**config.mk**
```make
export PLATFORM = sky130hd
export DESIGN_NAME = ex_stage
export DESIGN_NICKNAME = d
export VERILOG_FILES = /design/src/rtl/ex_pkg.sv /design/src/rtl/ex_mul_radix4.sv /design/src/rtl/ex_stage.sv
export SDC_FILE = /design/constraint.sdc
export NUM_CORES = 1
export LEC_CHECK = 0
export CAP_MARGIN = 20
export CORE_MARGIN = 2
export CORE_UTILIZATION = 57
export DETAILED_ROUTE_END_ITERATION = 16
export GPL_TIMING_DRIVEN = 0
export PLACE_DENSITY_LB_ADDON = 0.1
export REMOVE_ABC_BUFFERS = 1
export SLEW_MARGIN = 20
export SYNTH_ARGS = -nofsm -noshare
export SYNTH_HDL_FRONTEND = slang
export SYNTH_SLANG_ARGS = --single-unit
```
**constraint.sdc**
```tcl
create_clock -name clk -period 7.6 [get_ports clk]
set_clock_uncertainty 0.1 [all_clocks]
set_input_delay 1.52 -clock clk [delete_from_list [all_inputs] [get_ports clk]]
set_output_delay 1.52 -clock clk [all_outputs]
set_load 0.02 [all_outputs]
```
**src/rtl/ex_pkg.sv**
```systemverilog
// Shared encodings for the execute stage: ALU opcodes, multiplier FSM states
// and the radix-4 Booth digit decode.
package ex_pkg;

    localparam logic [3:0] ALU_ADD   = 4'd0;
    localparam logic [3:0] ALU_SUB   = 4'd1;
    localparam logic [3:0] ALU_AND   = 4'd2;
    localparam logic [3:0] ALU_OR    = 4'd3;
    localparam logic [3:0] ALU_XOR   = 4'd4;
    localparam logic [3:0] ALU_SLL   = 4'd5;
    localparam logic [3:0] ALU_SRL   = 4'd6;
    localparam logic [3:0] ALU_SRA   = 4'd7;
    localparam logic [3:0] ALU_SLT   = 4'd8;
    localparam logic [3:0] ALU_SLTU  = 4'd9;
    localparam logic [3:0] ALU_BEQ   = 4'd10;
    localparam logic [3:0] ALU_BNE   = 4'd11;
    localparam logic [3:0] ALU_BLT   = 4'd12;
    localparam logic [3:0] ALU_BGE   = 4'd13;
    localparam logic [3:0] ALU_PASSB = 4'd14;

    localparam logic [1:0] MUL_IDLE = 2'd0;
    localparam logic [1:0] MUL_BUSY = 2'd1;
    localparam logic [1:0] MUL_DONE = 2'd2;

    localparam logic [2:0] BOOTH_ZERO = 3'd0;
    localparam logic [2:0] BOOTH_POS1 = 3'd1;
    localparam logic [2:0] BOOTH_POS2 = 3'd2;
    localparam logic [2:0] BOOTH_NEG1 = 3'd3;
    localparam logic [2:0] BOOTH_NEG2 = 3'd4;

    // Bits are {b[2i+1], b[2i], b[2i-1]}; the digit selects 0, +/-1 or +/-2 times the multiplicand.
    function automatic logic [2:0] booth_decode(input logic [2:0] bits);
        case (bits)
            3'b001, 3'b010: return BOOTH_POS1;
            3'b011:         return BOOTH_POS2;
            3'b100:         return BOOTH_NEG2;
            3'b101, 3'b110: return BOOTH_NEG1;
            default:        return BOOTH_ZERO;
        endcase
    endfunction

endpackage

```
**src/rtl/ex_mul_radix4.sv**
```systemverilog
// Iterative radix-4 Booth multiplier producing the low XLEN bits of a*b.
// The first Booth digit is consumed on the accept cycle so the unit stalls for exactly XLEN/2 cycles.
module ex_mul_radix4
    import ex_pkg::*;
#(
    parameter int XLEN = 32
) (
    input  logic            clk,
    input  logic            rst,
    input  logic            start,
    input  logic            hold,
    input  logic [XLEN-1:0] a,
    input  logic [XLEN-1:0] b,
    output logic            busy,
    output logic            done,
    output logic [XLEN-1:0] product
);
    localparam int CW = $clog2(XLEN / 2 + 1);

    logic [1:0]      r_state;
    logic [XLEN-1:0] r_acc;
    logic [XLEN-1:0] r_mcand;
    logic [XLEN-1:0] r_mplier;
    logic            r_prev;
    logic [CW-1:0]   r_count;

    logic [XLEN-1:0] w_mcand;
    logic [2:0]      w_bits;
    logic [XLEN-1:0] w_pp;

    // In IDLE the digit comes straight from the operands; afterwards from the shifted copies.
    always_comb begin
        w_mcand = (r_state == MUL_IDLE) ? a : r_mcand;
        w_bits  = (r_state == MUL_IDLE) ? {b[1:0], 1'b0} : {r_mplier[1:0], r_prev};
        case (booth_decode(w_bits))
            BOOTH_POS1: w_pp = w_mcand;
            BOOTH_POS2: w_pp = {w_mcand[XLEN-2:0], 1'b0};
            BOOTH_NEG1: w_pp = -w_mcand;
            BOOTH_NEG2: w_pp = -{w_mcand[XLEN-2:0], 1'b0};
            default:    w_pp = '0;
        endcase
    end

    always_ff @(posedge clk) begin
        if (rst) begin
            r_state  <= MUL_IDLE;
            r_acc    <= '0;
            r_mcand  <= '0;
            r_mplier <= '0;
            r_prev   <= 1'b0;
            r_count  <= '0;
        end else begin
            case (r_state)
                MUL_IDLE: begin
                    if (start) begin
                        r_acc    <= w_pp;
                        r_mcand  <= {a[XLEN-3:0], 2'b00};
                        r_mplier <= {2'b00, b[XLEN-1:2]};
                        r_prev   <= b[1];
                        r_count  <= CW'(XLEN / 2 - 1);
                        r_state  <= MUL_BUSY;
                    end
                end
                MUL_BUSY: begin
                    r_acc    <= r_acc + w_pp;
                    r_mcand  <= {r_mcand[XLEN-3:0], 2'b00};
                    r_mplier <= {2'b00, r_mplier[XLEN-1:2]};
                    r_prev   <= r_mplier[1];
                    r_count  <= r_count - 1'b1;
                    if (r_count == CW'(1)) r_state <= MUL_DONE;
                end
                MUL_DONE: begin
                    if (!hold) r_state <= MUL_IDLE;
                end
                default: r_state <= MUL_IDLE;
            endcase
        end
    end

    assign busy    = start & (r_state != MUL_DONE);
    assign done    = (r_state == MUL_DONE);
    assign product = r_acc;

endmodule

```
**src/rtl/ex_stage.sv**
```systemverilog
// Execute stage: inline ALU, branch/jump resolution against the predictor, and the EX->MEM register.
// Multiplies go to ex_mul_radix4 and hold upstream stages until the product is ready.
module ex_stage
    import ex_pkg::*;
#(
    parameter int XLEN    = 32,
    parameter int PC_BITS = 12
) (
    input  logic               clk,
    input  logic               rst,
    input  logic [XLEN-1:0]    ex_a,
    input  logic [XLEN-1:0]    ex_b,
    input  logic [XLEN-1:0]    ex_a2,
    input  logic [XLEN-1:0]    ex_b2,
    input  logic [3:0]         ex_alu_op,
    input  logic [4:0]         ex_rd,
    input  logic               ex_ld,
    input  logic               ex_str,
    input  logic               ex_byt,
    input  logic               ex_we,
    input  logic               ex_brn,
    input  logic               ex_jmp,
    input  logic               ex_mul,
    input  logic               ex_link_we,
    input  logic [XLEN-1:0]    ex_link_addr,
    input  logic               ex_bp_taken,
    input  logic [PC_BITS-1:0] ex_bp_target_pc,
    input  logic               mem_stall,
    output logic               ex_taken,
    output logic [PC_BITS-1:0] ex_redirect_pc,
    output logic               mul_busy,
    output logic [XLEN-1:0]    m_result,
    output logic [XLEN-1:0]    m_store_data,
    output logic [4:0]         m_rd,
    output logic               m_ld,
    output logic               m_str,
    output logic               m_byt,
    output logic               m_we
);
    localparam int SHW = $clog2(XLEN);

    logic [SHW-1:0]     w_shamt;
    logic               w_lt_s;
    logic               w_lt_u;
    logic               w_eq;
    logic               w_cond;
    logic [XLEN-1:0]    w_alu_result;
    logic [XLEN-1:0]    w_product;
    logic [XLEN-1:0]    w_result;
    logic               w_mul_busy;
    logic               w_mul_done;
    logic               w_actual_taken;
    logic               w_mispredict;
    logic [PC_BITS-1:0] w_target;
    logic               w_unused_a2_hi;

    assign w_shamt = ex_b[SHW-1:0];
    assign w_lt_s  = $signed(ex_a) < $signed(ex_b);
    assign w_lt_u  = ex_a < ex_b;
    assign w_eq    = ex_a == ex_b;

    always_comb begin
        case (ex_alu_op)
            ALU_SLT, ALU_BLT: w_cond = w_lt_s;
            ALU_SLTU:         w_cond = w_lt_u;
            ALU_BEQ:          w_cond = w_eq;
            ALU_BNE:          w_cond = !w_eq;
            ALU_BGE:          w_cond = !w_lt_s;
            default:          w_cond = 1'b0;
        endcase
    end

    always_comb begin
        case (ex_alu_op)
            ALU_ADD:   w_alu_result = ex_a + ex_b;
            ALU_SUB:   w_alu_result = ex_a - ex_b;
            ALU_AND:   w_alu_result = ex_a & ex_b;
            ALU_OR:    w_alu_result = ex_a | ex_b;
            ALU_XOR:   w_alu_result = ex_a ^ ex_b;
            ALU_SLL:   w_alu_result = ex_a << w_shamt;
            ALU_SRL:   w_alu_result = ex_a >> w_shamt;
            ALU_SRA:   w_alu_result = $unsigned($signed(ex_a) >>> w_shamt);
            ALU_SLT, ALU_SLTU, ALU_BEQ, ALU_BNE, ALU_BLT, ALU_BGE:
                       w_alu_result = {{(XLEN-1){1'b0}}, w_cond};
            ALU_PASSB: w_alu_result = ex_b;
            default:   w_alu_result = '0;
        endcase
    end

    ex_mul_radix4 #(.XLEN(XLEN)) u_mul (
        .clk     (clk),
        .rst     (rst),
        .start   (ex_mul),
        .hold    (mem_stall),
        .a       (ex_a),
        .b       (ex_b),
        .busy    (w_mul_busy),
        .done    (w_mul_done),
        .product (w_product)
    );

    assign mul_busy = w_mul_busy;

    // Only the low PC bits of the target operand name a fetch address.
    assign w_target       = ex_a2[PC_BITS-1:0];
    assign w_unused_a2_hi = ^ex_a2[XLEN-1:PC_BITS];
    assign w_actual_taken = ex_jmp | (ex_brn & w_cond);
    assign w_mispredict   = (ex_brn | ex_jmp) &
                            ((w_actual_taken != ex_bp_taken) |
                             (w_actual_taken & (w_target != ex_bp_target_pc)));
    assign ex_taken       = w_mispredict & !w_mul_busy;
    assign ex_redirect_pc = w_actual_taken ? w_target : ex_link_addr[PC_BITS-1:0];

    assign w_result = ex_link_we ? ex_link_addr :
                      (ex_mul ? (w_mul_done ? w_product : '0) : w_alu_result);

    // Stall holds everything; an in-flight multiply feeds bubbles until its DONE cycle.
    always_ff @(posedge clk) begin
        if (rst) begin
            m_result     <= '0;
            m_store_data <= '0;
            m_rd         <= '0;
            m_ld         <= 1'b0;
            m_str        <= 1'b0;
            m_byt        <= 1'b0;
            m_we         <= 1'b0;
        end else if (!mem_stall) begin
            if (w_mul_busy) begin
                m_result     <= '0;
                m_store_data <= '0;
                m_rd         <= '0;
                m_ld         <= 1'b0;
                m_str        <= 1'b0;
                m_byt        <= 1'b0;
                m_we         <= 1'b0;
            end else begin
                m_result     <= w_result;
                m_store_data <= ex_b2;
                m_rd         <= ex_rd;
                m_ld         <= ex_ld;
                m_str        <= ex_str;
                m_byt        <= ex_byt;
                m_we         <= ex_we;
            end
        end
    end

endmodule
```
# Yosys cells after proc, flatten, opt, wreduce, memory -nomap -nowiden
# Cells that the tools add are included.
# W data, S select, Z words.
[totals] ff_bits=177 latch_bits=0 ramBits=0 rom_bits=0 inputBits=193 output_inout_bits=87 elab_cells=112 mem_count=0
[classes] addsub=6 multipliers=0 div=0 order_cmp=2 n_eq_ne=34 shifts=3 n_mux=31 bitwise_logic=11 reduce_logical=12
[ops] operator="$pmux W32 S10" n=1
[ops] operator="$mux W32" n=9
[ops] operator="$pmux W32 S2" n=3
[ops] operator="$pmux W32 S4" n=1
[ops] operator="$add A32 B32 Y32" n=2
[ops] operator="$lt A32 B32 Y1" n=2
[ops] operator="$neg A32 Y32" n=2
[ops] operator="$and A32 B32 Y32" n=1
[ops] operator="$eq A32 B32 Y1" n=1
[ops] operator="$or A32 B32 Y32" n=1
[ops] operator="$shl A32 B5 Y32" n=1
[ops] operator="$shr A32 B5 Y32" n=1
[ops] operator="$sshr A32 B5 Y32" n=1
[ops] operator="$sub A32 B32 Y32" n=1
[ops] operator="$xor A32 B32 Y32" n=1
[ops] operator="$eq A4 B4 Y1 const B" n=7
[ops] operator="$eq A4 B3 Y1 const B" n=4
[ops] operator="$eq A3 B2 Y1 const B" n=4
[ops] operator="$eq A3 B3 Y1 const B" n=4
[ops] operator="$mux W12" n=1
[ops] operator="$ne A12 B12 Y1" n=1
[ops] operator="$pmux W3 S4" n=1
[ops] operator="$mux W5" n=2
[ops] operator="$pmux W5 S2" n=1
[ops] operator="other kinds (26)" n=46

# Depth between registers and ports, before layout
[logic_depth] word_depth=9 depth_mapped=26 mapped_depth_nobuf=22

# Cells and area by module
# Synthesis repeated with hierarchy kept, for this count alone.
[hier_totals] cells_unflattened=2886 hier_area_um2=21011.4
[modules_own_cells] mod="ex_stage" n_inst=1 cells_each=1684 area_each_um2=12260.5 seq_area_each_um2=1461.4
[modules_own_cells] mod="ex_mul_radix4" n_inst=1 cells_each=1202 area_each_um2=8750.9 seq_area_each_um2=2001.9

# Least setup slack after synthesis
# No wires, ideal clock.
[synth_path] path_type="input-to-output" startpoint="input port ex_b[2]" endpoint="output port ex_redirect_pc[10]" arrival_time_ps=5221 required_ps=5980 setup_slack_ps=759 cell_stages=18 path_buffers=5 path_cell_list="clkbuf_1 inv_2 buf_1 clkbuf_1 ha_1 clkbuf_2 inv_1 a21oi_1 o21bai_1 a21oi_1 o21a_1 o211ai_4 o21ai_1 a22o_1 a31o_1 a21o_1 buf_6 mux2_4"
[synth_via] elab_chain_len=6 word_cells_on_any_way=9 classes_between="2 x order compare; 1 x eq/ne; 2 x mux; 2 x bitwise; 2 x reduce/logical"
[synth_rtl] element="from (decl)" line_no="ex_stage.sv:12" source="input logic [XLEN-1:0] ex_b,"
[synth_rtl] element="$lt A32 B32 Y1 / $eq A32 B32 Y1 (equally long branches)" line_no="ex_stage.sv:58, ex_stage.sv:60"
[synth_rtl] element="$logic_not A1 Y1 (on tied branches)" line_no="ex_stage.sv:68, ex_stage.sv:67"
[synth_rtl] element="$pmux W1 S5 (*)" line_no="ex_stage.sv:63" source="case (ex_alu_op)"
[synth_rtl] element="$and A1 B1 Y1 (*)" line_no="ex_stage.sv:107" source="assign w_actual_taken = ex_jmp | (ex_brn & w_cond);"
[synth_rtl] element="$or A1 B1 Y1 (*)" line_no="ex_stage.sv:107"
[synth_rtl] element="$mux W12 (*)" line_no="ex_stage.sv:112" source="assign ex_redirect_pc = w_actual_taken ? w_target : ex_link_addr[PC_BITS-1:0];"
[synth_rtl] element="to (decl)" line_no="ex_stage.sv:30" source="output logic [PC_BITS-1:0] ex_redirect_pc,"
# Every way passes the cells marked *; elsewhere a longest branch is shown, timed or not.

# Final worst setup path
[layout_path] startpoint="input port ex_a[28]" endpoint="output port ex_redirect_pc[6]"
[layout_via] elab_chain_len=6 word_cells_on_any_way=9 classes_between="2 x order compare; 1 x eq/ne; 2 x mux; 2 x bitwise; 2 x reduce/logical"
[layout_rtl] element="from (decl)" line_no="ex_stage.sv:11" source="input logic [XLEN-1:0] ex_a,"
[layout_rtl] element="$lt A32 B32 Y1 / $eq A32 B32 Y1 (equally long branches)" line_no="ex_stage.sv:58, ex_stage.sv:60"
[layout_rtl] element="$logic_not A1 Y1 (on tied branches)" line_no="ex_stage.sv:68, ex_stage.sv:67"
[layout_rtl] element="$pmux W1 S5 (*)" line_no="ex_stage.sv:63"
[layout_rtl] element="$and A1 B1 Y1 (*)" line_no="ex_stage.sv:107"
[layout_rtl] element="$or A1 B1 Y1 (*)" line_no="ex_stage.sv:107"
[layout_rtl] element="$mux W12 (*)" line_no="ex_stage.sv:112"
# Marks and branches as above.

==> flow_summary.yaml <==
status:
  outcome: "complete, but fails checks"
  violations: "setup timing"
sta:
  hold_slack_ns: 0.360
  hold_violations: 0
  setup_viol: 12
  tns_ns: -0.675
  fin_crit_sh: 1.01
  worst_slack_ns: -0.0938
  max_slew_margin: 0.243
  min_period_ns: 7.69
  max_freq_mhz: 130
  worst_slew_pin_slew_ns: 1.14
  final_max_slew_viol_count: 0
power_and_ir_drop:
  clkPwrFrac: 0.227
  seq_power_share: 0.273
  p_leak_nw: 9.75
  p_int_mw: 2.29
  p_sw_mw: 1.89
  fin_total_pwr_mw: 4.18
  p_per_area_nw_per_um2: 174
  switching_share: 0.451
  ir_drop_uv: 176
  comb_power_share: 0.500
routing:
  vias: 24300
  first_iter_violations: 3614
  viasPerCell: 6.99
  ant_nets: 0
  drt-total-wl_um: 89500
  dr.pass1.iters: 7
  drc: 0
  routedWlPerCell_um: 25.7
synthesis:
  yosys_most_used_dff: "dfxtp_1"
  syn_area_um2: 20500
  synth-seq-area-share: 0.169
  synth_area_leader_cell: "dfxtp_1"
  synth.area.top_cells: "dfxtp_1 (17%), nor2_1 (9.3%), ha_1 (8.0%)"
  syn_area_per_cell_um2: 6.99
  postSynthCellCount: 2931
  yosysMostFrequentCell: "nor2_1"
  synth_top_cell_area_share: 0.169
  synth_warnings: 0
  synth_commonest_cells: "nor2_1 (508), a21oi_1 (312), nand2_1 (230), clkbuf_1 (199), dfxtp_1 (173)"
  async_reset_ff_frac: 0
  ys_seq_elements: 173
  synthDistinctLibCells: 94
  synth_edf_count: 0
grt:
  use_met2: 0.700
  grt_max_degree: 87
  busiest_layer: "met2"
  grt_usage: 0.459
  gr-total-overflow: 0
  grt_pass1_vias: 22600
  grt_pass1_wl_um: 135000
  use_met3: 0.117
  grt_antenna_before_repair: 3
  met1_usage: 0.573
floorplanning:
  fp.dieH_um: 194
  die_area_um2: 37500
  initial_core_util: 0.577
  io_pins: 280
  rows: 69
  fp.dieW_um: 194
  core_um2: 35500
job:
  drv_cap: 0
critical_path:
  cp-end-kind: "output pin"
  cp.required_ns: 5.98
  reg2reg_depth: 20
  path_class: "primary input to output pin"
  cp_max_fo: 12
  cp.arrival_ns: 6.07
  startpoint: "ex_a[28]"
  crit_end: "ex_redirect_pc[6]"
  r2r_setup_slack_ns: 0.72
  r2r-end: "u_mul.product[26]$_SDFFE_PP0P_"
  r2r_start: "u_mul.r_state[0]$_SDFFE_PP0P_"
  start_kind: "primary input"
clocking:
  path_clk_slew_ns: 0.08
  cts_max_level: 4
  root_buffer: "clkbuf_16"
  clockBufferDepth: 2
  clk_latency_ns: 0.47
  cts_sinks: 173
  numCtsBuffers: 17
  holdBufCountCts: 0
  tritoncts: "done"
  postCtsSetupRepairBufs: 0
finish:
  nets: 3327
  areaGrowthSynthToFinish_pct: 17.6
  instances_no_fill: 3478
  drive_above_1_share: 0.0787
  utilization: 0.679
  stdcell_area_um2: 24100
placement:
  place.gp.congestion: 1.05
  dpl-instance-area_um2: 23300
  dp.cells: 3441
  dpl.hpwl_um: 65900
  io_buffers: 259
  dp_slack_ns: -0.952
worst_hold_path:
  hold_path_class: "register to register"
worst min-delay path by stage:
stage / start / to / slack, ns / depth (start not counted)
final: m_result[5]$_SDFFE_PP0N_ / m_result[5]$_SDFFE_PP0N_ / 0.36 / 2
after global routing: m_result[5]$_SDFFE_PP0N_ / m_result[5]$_SDFFE_PP0N_ / 0.38 / 2
after detailed placement: m_result[5]$_SDFFE_PP0N_ / m_result[5]$_SDFFE_PP0N_ / 0.34 / 2
after CTS: m_result[5]$_SDFFE_PP0N_ / m_result[5]$_SDFFE_PP0N_ / 0.36 / 2
after global placement: m_result[8]$_SDFFE_PP0N_ / m_result[8]$_SDFFE_PP0N_ / 0.34 / 2
after floorplan: u_mul.product[22]$_SDFFE_PP0P_ / u_mul.product[22]$_SDFFE_PP0P_ / 0.34 / 2
layer usage:
metal  share of wire  wire, um
met5         0.00015        13
met4           0.075      6700
met3            0.13     11200
met2            0.44     39000
met1            0.36     32600
cell families after synthesis:
logic type	Yosys count	share of synthesized area
flops	173	0.169
compound gates	912	0.289
buf+inv	356	0.0681
simple gates	1125	0.249
mux	148	0.106
xor+xnor	83	0.0355
fa+ha+maj	134	0.0830
layout by cell type (no fill, tap or decap), types with 19 or more instances in the layout:
cell type        instances
a21oi_1                312
ha_1                   124
nand2b_1                26
a31oi_1                 20
dfxtp_1                171
nor2_1                 503
xor2_1                  27
a221oi_1                46
a211oi_1                26
a22oi_1                 42
nand4_1                 23
nand2_1                228
nor3_1                 101
o21bai_1                29
a21o_1                  30
clkdlybuf4s50_1        221
nand3_1                 43
inv_1                  103
o211ai_1                22
or3_1                   22
mux2i_1                 75
o221ai_1                19
xnor2_1                 56
mux4_2                  50
o21ai_0                171
nor2b_1                 70
critical path, stage by stage:
cell and delay (ns):
clkdlybuf4s15_1 0.65, inv_1 0.18, ha_1 0.47, nor4_1 0.57
and4_1 0.40, nand3_1 0.12, nor3_2 0.29, nand2_1 0.10
a22o_1 0.22, a31o_2 0.31, a21o_4 0.32, mux2_4 0.33
clkdlybuf4s50_1 0.56
power by group through the flow:
stage | clock network, mW | registers (mW) | logic (mW)
floorplan | 0 | 1.13 | 1.26
finish | 0.951 | 1.14 | 2.09
detailed placement | 0 | 1.15 | 2.00
global placement | 0 | 1.17 | 1.92
CTS | 0.949 | 1.13 | 2.01
global route | 0.984 | 1.15 | 2.23
area by class of cell:
| cell class | count | area, um^2 |
|---|---|---|
| diodes | 4 | 10.0 |
| clock buffers | 17 | 425 |
| clock inverters | 15 | 194 |
| fillers | 3067 | 11400 |
| inverters | 107 | 414 |
| multi-input cells | 2402 | 15800 |
| flip-flops and latches | 173 | 3470 |
| well taps | 461 | 577 |
| repair buffers | 299 | 3200 |
registers in the layout, indices dropped and copies added, names as in the netlist:
register,count
u_mul.product,32
m_we,1
u_mul.r_mplier,30
u_mul.r_count,5
m_result,32
m_rd,5
m_byt,1
m_str,1
u_mul.r_mcand,30
m_ld,1
u_mul.r_state,2
u_mul.r_prev,1
m_store_data,32
timing repair:
item,in CTS,in global routing
pin swaps,0,0
resized for setup,64,29
endpoints found under the setup margin,13,12
cloned,0,1
Note: power is estimated with default switching activity, not from simulation.
